### src/rtl/mii_rx_deframer.sv
// mii_rx_deframer: strips MII preamble/SFD, assembles bytes low nibble first, checks FCS/length
// and emits a framed byte stream with a per-frame status word.
module mii_rx_deframer #(
   parameter int MIN_FRAME_BYTES = 64,
   parameter int MAX_FRAME_BYTES = 1522
) (
   input  logic        rx_clk,
   input  logic        reset,
   input  logic        rx_dv,
   input  logic [3:0]  rxd,
   input  logic        rx_er,
   output logic        out_valid,
   output logic [7:0]  out_data,
   output logic        out_sof,
   output logic        out_eof,
   output logic [4:0]  out_status,
   output logic        out_good,
   output logic [15:0] frame_ok_count,
   output logic [15:0] frame_err_count
);
   localparam logic [15:0] MIN_LEN = 16'(MIN_FRAME_BYTES);
   localparam logic [15:0] MAX_LEN = 16'(MAX_FRAME_BYTES);
   localparam logic [31:0] CRC_RESIDUE = 32'hDEBB20E3;
   typedef enum logic [1:0] {IDLE, PREAMBLE, DATA, DROP} state_t;
   state_t state, state_nx;
   logic dv1, dv2, er1;
   logic [3:0] d1, lo;
   logic phase, held, sent, er_seen;
   logic [31:0] crc, crc_b, crc_nx;
   logic [15:0] cnt;
   logic [7:0] hold, e_data;
   logic fin, giant, take, em_valid, em_eof;
   logic [4:0] em_status, e_status;
   logic e_valid, e_sof, e_eof, e_empty;

   function automatic logic [31:0] crc_nibble(input logic [31:0] c, input logic [3:0] d);
      logic [31:0] r;
      r = c;
      for (int i = 0; i < 4; i++) r = (r >> 1) ^ ((r[0] ^ d[i]) ? 32'hEDB88320 : 32'h0);
      return r;
   endfunction

   assign crc_nx = crc_nibble(crc, d1);

   always_ff @(posedge rx_clk)
      state <= reset ? IDLE : state_nx;

   always_comb begin
      state_nx = state;
      fin = 1'b0;
      giant = 1'b0;
      take = 1'b0;
      case (state)
         IDLE:     if (dv1 && !dv2) state_nx = d1 == 4'h5 ? PREAMBLE : d1 == 4'hD ? DATA : DROP;
         PREAMBLE: state_nx = !dv1 ? IDLE : er1 ? DROP : d1 == 4'h5 ? PREAMBLE : d1 == 4'hD ? DATA : DROP;
         DATA: begin
            fin = !dv1;
            giant = dv1 && phase && cnt == MAX_LEN;
            take = dv1 && phase && cnt != MAX_LEN;
            state_nx = fin ? IDLE : giant ? DROP : DATA;
         end
         default:  state_nx = dv1 ? DROP : IDLE;
      endcase
      // the held byte goes out when a newer byte arrives, or as the last byte at end/truncation
      em_eof = giant || (fin && cnt != '0);
      em_valid = em_eof || (take && held);
      em_status = em_eof ? {giant, fin && phase, fin && cnt < MIN_LEN, er_seen, crc_b != CRC_RESIDUE} : 5'd0;
   end

   always_ff @(posedge rx_clk) begin
      if (reset) begin
         {dv1, dv2, er1, d1} <= '0;
         {phase, held, sent, er_seen, lo, cnt, hold} <= '0;
         crc <= '1;
         crc_b <= '1;
         {e_valid, e_sof, e_eof, e_empty, e_data, e_status} <= '0;
         {out_valid, out_sof, out_eof, out_good, out_data, out_status} <= '0;
         frame_ok_count <= '0;
         frame_err_count <= '0;
      end else begin
         dv1 <= rx_dv;
         d1 <= rxd;
         er1 <= rx_er;
         dv2 <= dv1;
         if (state != DATA) begin
            {phase, held, sent, er_seen, cnt} <= '0;
            crc <= '1;
            crc_b <= '1;
         end else if (dv1) begin
            phase <= ~phase;
            crc <= crc_nx;
            er_seen <= er_seen || er1;
            if (!phase) lo <= d1;
            if (take) {hold, held, cnt, crc_b} <= {d1, lo, 1'b1, cnt + 16'd1, crc_nx};
            if (em_valid) sent <= 1'b1;
         end
         e_valid <= em_valid;
         e_data <= hold;
         e_sof <= em_valid && !sent;
         e_eof <= em_eof;
         e_status <= em_status;
         e_empty <= fin && cnt == '0;
         out_valid <= e_valid;
         out_data <= e_data;
         out_sof <= e_sof;
         out_eof <= e_eof;
         out_status <= e_status;
         out_good <= e_valid && e_eof && e_status == 5'd0;
         frame_ok_count <= frame_ok_count + 16'(e_valid && e_eof && e_status == 5'd0);
         frame_err_count <= frame_err_count + 16'(e_empty || (e_valid && e_eof && e_status != 5'd0));
      end
   end
endmodule

### config.mk
export PLATFORM = sky130hd
export DESIGN_NAME = mii_rx_deframer
export DESIGN_NICKNAME = d
export VERILOG_FILES = /design/src/rtl/mii_rx_deframer.sv
export SDC_FILE = /design/constraint.sdc
export NUM_CORES = 1
export LEC_CHECK = 0
export ABC_AREA = 1
export BUFFER_PORTS_ARGS = -buffer_cell sky130_fd_sc_hd__buf_4
export CAP_MARGIN = 20
export CORE_AREA = 5 5 194 102
export DETAILED_ROUTE_END_ITERATION = 10
export DIE_AREA = 0 0 199 107
export GPL_TIMING_DRIVEN = 1
export MAX_ROUTING_LAYER = met4
export SLEW_MARGIN = 20
export SYNTH_ARGS = -nofsm -noshare
export SYNTH_HDL_FRONTEND = slang
export SYNTH_SLANG_ARGS = --single-unit
### constraint.sdc
create_clock -name rx_clk -period 4.3 [get_ports rx_clk]
set_clock_uncertainty 0.15 [all_clocks]
set_input_delay 0.86 -clock rx_clk [delete_from_list [all_inputs] [get_ports rx_clk]]
set_output_delay 0.86 -clock rx_clk [all_outputs]
set_load 0.02 [all_outputs]
-- Yosys cells after proc, flatten, opt, wreduce, memory -nomap -nowiden
Index checks and enable logic that the tools add are counted.
- memory bits (writable): 0
- bits in registers: 171
- memories kept: 0
- latch bits: 0
- bits in read-only memories: 0
- output and inout bits: 49
- word-level logic and storage cells: 99
- input port bits: 8
- order comparisons: 1
- divide/modulo/power cells: 0
- eq/ne operators: 9
- bitwise operators: 11
- $mul: 0
- mux-type cells: 16
- reductions and logical operators: 31
- shift-type cells: 0
- add/sub/neg operators: 3
- operator list (cell ; number):
    2-to-1 mux 32 bit ; 4
    bitwise XOR 31 x 32 -> 32 bit ; 4
    adder 16 x 1 -> 16 bit ; 2
    inequality test 32 bit (second input constant) ; 1
    adder 16 x 1 -> 16 bit (second input constant) ; 1
    == test 16 x 11 -> 1 bit (second input constant) ; 1
    logical NOT 16 bit ; 1
    less-than comparator 16 x 7 -> 1 bit (second input constant) ; 1
    inequality test 16 x 11 -> 1 bit (second input constant) ; 1
    nonzero test 16 bit ; 1
    logical AND 1 bit ; 13
    2-to-1 mux 2 bit ; 6
    case mux 2 bit (3 select lines) ; 1
    AND reduction 3 bit ; 2
    logical NOT 5 bit ; 1
    2-to-1 mux 1 bit ; 5
    nonzero test 5 bit ; 1
    == test 4 x 3 -> 1 bit (second input constant) ; 1
    == test 4 bit (second input constant) ; 1
    logical OR 1 bit ; 4
    inequality test 2 bit (second input constant) ; 2
    AND reduction 2 bit ; 2
    OR reduction 2 bit ; 2
    bitwise XOR 1 bit ; 4
    other kinds (5) ; 9

-- Depth between registers and ports, before layout
- word-level depth: 12
- mapped depth: 14

-- Worst setup path after synthesis
Ideal clock, no wire load.
- path kind: register to register
- start: reg e_status[3]
- end: reg frame_ok_count[12]
- setup slack: 2208 ps
- stages on the path, launching flop included: 15
- library setup time: 116 ps
- clock period less this slack: 2092 ps
- data arrival time: 1826 ps
- path buffers: 0
- data required time: 4034 ps
- path through: dfxtp_1 > nor3_1 > nand3_1 > nor3_1 > ha_1 > ha_1 > nand2_1 > inv_1 > nand3_1 > nor2_1 > nand3_1 > nor2_1 > nand2_1 > nand2_1 > a21oi_1
- longest elaborated chain between the ends: 3
- RTL lines (item ; RTL line ; text):
    start: declaration ; 33 ; logic [4:0] em_status, e_status;
    start signal: assignment ; 101 ; e_status <= em_status;
    logical NOT 5 bit ; 109 ; frame_ok_count <= frame_ok_count + 16'(e_valid && e_eof && e_status == 5'd0);
    logical AND 1 bit ; 109 ;
    adder 16 x 1 -> 16 bit ; 109 ;
    end signal: assignment ; 109 ;
    end: declaration ; 18 ; output logic [15:0] frame_ok_count,
Every way passes these cells.
A chain may end at the register's enable or synchronous reset.

-- Final worst setup path
- start: reg dv1
- end: reg crc_b[29]
- longest elaborated chain between the ends: 4
- RTL lines (item ; RTL line ; text):
    start: declaration ; 26 ; logic dv1, dv2, er1;
    start signal: assignment ; 81 ; dv1 <= rx_dv;
    logical AND 1 bit (2 in a row) ; 59 ; take = dv1 && phase && cnt != MAX_LEN;
    2-to-1 mux 1 bit ; 53 ; case (state)
    AND reduction 2 bit (no source line) * ; - ;
    end signal: assignment ; 94 ; if (take) {hold, held, cnt, crc_b} <= {d1, lo, 1'b1, cnt + 16'd1, crc_nx};
    end: declaration ; 29 ; logic [31:0] crc, crc_b, crc_nx;
Mark *: on every way between the ends. The rest lies on a longest branch, timed or not.

==> impl.org <==
** GRT
- Antenna violations before repair :: 0
- Global routing usage summed across all routing layers :: 0.178
- The first global-routing pass estimated 29.1 mm of wire.
- The number of global-route vias before repair is 5,328.
- Global route total overflow :: 0
- Entering global routing, the biggest net connects 69 pins.

** Worst setup path
- Broken down by cell family, the worst path's largest delay share belongs to buffers and inverters.
- Crit Path Max Fanout :: 43
- Type of element capturing the critical path :: flop
- Together, buffers and inverters on the worst path number 4.
- STA classifies the critical path startpoint as a flop.
- Crit path top cell by count :: sky130_fd_sc_hd__buf_4
- Crit-path max cell delay :: 0.63 ns
- The critical path is of the reg2reg type.
- The critical path goes through buf_4 > inv_2 > nor3_2 > nand2_2 > inv_1 > buf_4 > nand2_1 > o211ai_1.
- STA puts the critical path data required time at 4.50 ns.
- At the worst endpoint, the arrival time is 2.86 ns.
- The worst register-to-register path has a setup slack of 1.63 ns.
- For this design, the slowest cell found on the critical path is sky130_fd_sc_hd__inv_1.

** Placed design
- RePlAce Congestion :: 0.843
- After detailed placement, the total cell area comes to 7630 µm².
- After legalization and detailed placement, the total HPWL measured 12.5 mm.
- # port buffers :: 56

** Worst hold path
- Hold Path Class :: reg2reg

** Clocking
- Clock insertion delay at the later pin of the skew report :: 0.43 ns
- For this design, the sink count on the clock tree is 171.
- The number of gates resized after CTS was 0.
- After clock tree synthesis, the clock-pin slew on the worst setup and hold paths is 0.07 ns.
- Number of buffers inserted during clock tree synthesis :: 17
- CTS H-tree depth :: 4
- TritonCTS built the clock tree.
- The number of setup buffers added after CTS is 0.
- The clock passes through at most 2 buffers.
- For this design, the CTS-stage hold fixing added 0 buffers.
- Clock tree root driver cell :: sky130_fd_sc_hd__clkbuf_16

** Yosys
- Sorting the synthesized cells by area gives the leading types as sky130_fd_sc_hd__dfxtp_1 (49%), sky130_fd_sc_hd__nand2_1 (12%), sky130_fd_sc_hd__inv_1 (6.0%), sky130_fd_sc_hd__nor2_1 (5.6%), sky130_fd_sc_hd__a21oi_1 (5.6%).
- Of all cell types, the one taking the most synthesized area is sky130_fd_sc_hd__dfxtp_1.
- Mapped Nets :: 948
- Number of distinct library cells after synthesis :: 33
- Of the total synthesized cell area, the portion taken by AND, OR, NAND and NOR gates is 0.253.
- Post-synth top area share :: 0.489
- Share of the synthesized area in compound gates (AO/OA/AOI/OAI) :: 0.103
- Measured against the total synthesized area, the mux share comes to 0.
- For this run, the number of Yosys warnings is 0.
- Of the total synthesized cell area, the portion taken by full adders, half adders and majority gates is 0.0125.
- A synthesized cell averages 7.50 µm².
- Of the total synthesized cell area, the portion taken by XOR and XNOR cells is 0.0585.
- After synthesis the cells add up to 7000 µm².
- Counting flops and latches in the post-synthesis netlist gives 171.
- After synthesis, the largest family of logic cells by area is simple AND/OR/NAND/NOR gates.
- The share of the Yosys chip area taken by registers is 0.489.
- Post-Syn Instances :: 933

** Floorplan
- The floorplan has 35 rows.
- Measured along the x axis, the die boundary spans 199 µm.
- For this configuration, the core starts out at a cell density of 0.390.
- The floorplan step defined a core boundary enclosing 18,000 µm².
- Num ports :: 57
- The die covers 21,300 µm².
- The die is 107 µm tall.

** Timing
- Static timing analysis puts the maximum clock frequency at 375 MHz.
- Crit path time final :: 2.67 ns
- The number of max-slew violations in the final report is 0.
- Transition time at the pin with the least slew margin :: 0.958 ns
- Count of final setup violators :: 0
- Setup repair after global routing left no endpoint under its margin.
- The final number of hold-violating endpoints is 0.
- Measured against its own limit, the worst slew margin works out to 0.361.
- Dividing the final minimum period by the clock period gives 0.621.
- In the final timing run, aggregate negative setup slack is 0 ns.
- Worst hold-check slack :: 0.251 ns

** Cells and area
- Antenna fix cells :: 0
- After the last flow step, the layout net total stands at 993.
- The finished cells cover 8230 µm².
- The area growth from synthesis to layout is 17.5%.
- Total of fill cells in the finished design :: 1,789
- Fraction of layout instances using a drive strength above 1 :: 0.105

** Pwr
- Part of the power in combinational logic :: 0.043
- The internal portion of the total power is 2520 µW.
- Of the total power, the share spent switching nets is 0.240.
- The share of total power dissipated in sequential elements is 0.483.
- Power density of the placed cells :: 403 nW/µm²
- Largest voltage drop on the vdd net :: 300 µV
- Summed over all nets, the switching power comes to 795 µW.
- P_leak :: 0.00337 µW
- The share of total power dissipated in the clock network is 0.473.

** Detailed routing
- DRC violation count after routing :: 0
- The first detailed-routing pass ran for 4 iterations.
- The final route contains 5,889 vias.
- After the first detailed-routing iteration, the DRC count stood at 529.
- Final routed wire length divided by cell count :: 14.5 µm
- After detailed routing, the total wire length is 17.8 mm.
- Number of vias per cell :: 4.78
- Once detail routing completed, the nets flagged for antenna violations numbered 0.

** Job
- Max-cap violations in this run came to 0.

** Status
- Result of the run :: finished, final reports clean
## tightest hold or removal path, cell delays in order (launching register included)
cell and delay (ns):
sky130_fd_sc_hd__dfxtp_1 0.30, sky130_fd_sc_hd__inv_1 0.04, sky130_fd_sc_hd__nor2_1 0.03
## cell families after synthesis
kind of cell / Yosys count
and+or+nand+nor: 426
buffers and inverters: 151
xor gates and xnor gates: 40
AOI/OAI and AO/OA: 138
DFF: 171
adders and majority gates: 7
## flip-flops by register name, summed over array words and instances, names as in the netlist, 5 cells and up
signal	cells
hold	8
cnt	16
e_data	8
frame_err_count	16
e_status	5
crc_b	32
crc	32
frame_ok_count	16
out_status	5
out_data	8
## metal layers
layer | vias up | part of all wire | routed length (µm) | GRT usage
li1 | 3064 | - | - | -
met1 | 2661 | 0.58 | 10300 | 0.295
met2 | 157 | 0.35 | 6290 | 0.203
met3 | 7 | 0.066 | 1170 | 0.0474
met4 | 0 | 0.0044 | 78 | 0.0371
met5 | - | 0 | 0 | -
## through the flow
stage               std cells  total power, µW   util  setup WS (ns)
global placement         1199             1780  0.425           1.66
detailed placement       1199             1780  0.425           1.61
global route             1231             3430  0.458           1.37
CTS                      1231             3350  0.458           1.66
floorplan                 933             1730      -           2.21
finish                   1231             3310  0.458           1.63
## cell type report
type / instances / area, µm² / area share
sequential: 171 / 3420 / 0.416
tap: 240 / 300 / 0.0365
inverter: 115 / 432 / 0.0525
timing repair buffer: 62 / 478 / 0.0581
multi-input combinational: 611 / 3000 / 0.364
clock inverter: 13 / 155 / 0.0189
clock buffer: 19 / 443 / 0.0538
## path summary, 6_finish.rpt
kind	end	cells past startpoint	start
max reg2reg	crc_b[29]	8	dv1
max	crc_b[29]	8	dv1
min	out_sof	2	e_sof
min reg2reg	out_sof	2	e_sof
## cell usage after synthesis
cell type                  instances
sky130_fd_sc_hd__buf_2            12
sky130_fd_sc_hd__nand4_1          15
sky130_fd_sc_hd__and3_1            1
sky130_fd_sc_hd__xor2_4            1
sky130_fd_sc_hd__clkinv_1          1
sky130_fd_sc_hd__o211ai_1         10
sky130_fd_sc_hd__clkbuf_1         22
sky130_fd_sc_hd__a21oi_1          78
sky130_fd_sc_hd__nand2_1         215
sky130_fd_sc_hd__nor4_1            2
sky130_fd_sc_hd__ha_1              7
sky130_fd_sc_hd__a31o_2            1
sky130_fd_sc_hd__a31oi_1           1
sky130_fd_sc_hd__nor2_1          105
sky130_fd_sc_hd__xnor2_1           6
sky130_fd_sc_hd__clkbuf_2          1
sky130_fd_sc_hd__xnor3_1           1
sky130_fd_sc_hd__or2_2             1
sky130_fd_sc_hd__inv_2             2
sky130_fd_sc_hd__nor3_2            1
sky130_fd_sc_hd__nand2_2           1
sky130_fd_sc_hd__a211oi_1          1
sky130_fd_sc_hd__buf_1             1
sky130_fd_sc_hd__xnor2_2           1
sky130_fd_sc_hd__nor3b_1           4
sky130_fd_sc_hd__inv_1           112
sky130_fd_sc_hd__xor2_1           30
sky130_fd_sc_hd__nor2_2            1
sky130_fd_sc_hd__dfxtp_1         171
sky130_fd_sc_hd__nor3_1           32
sky130_fd_sc_hd__o21ai_0          47
sky130_fd_sc_hd__nand3_1          48
sky130_fd_sc_hd__xnor2_4           1
## power by group through the flow
stage / Combinational (µW) / Clock, µW / Sequential [µW]
detailed placement: 142 / 0 / 1640
floorplan: 94.6 / 0 / 1630
global placement: 142 / 0 / 1640
global route: 158 / 1670 / 1600
finish: 144 / 1570 / 1600
CTS: 143 / 1610 / 1600
## cell usage in the layout (no fill, tap or decap), drive strengths merged, types with 7 or more instances in the layout
master,count
nand3,48
nand4,15
o21ai,47
ha,7
clkbuf,19
nor3,33
a21oi,78
inv,120
dfxtp,171
o211ai,10
nand2,216
xor2,31
xnor2,8
nor2,106
buf,62
(Power assumes the default switching activity.)
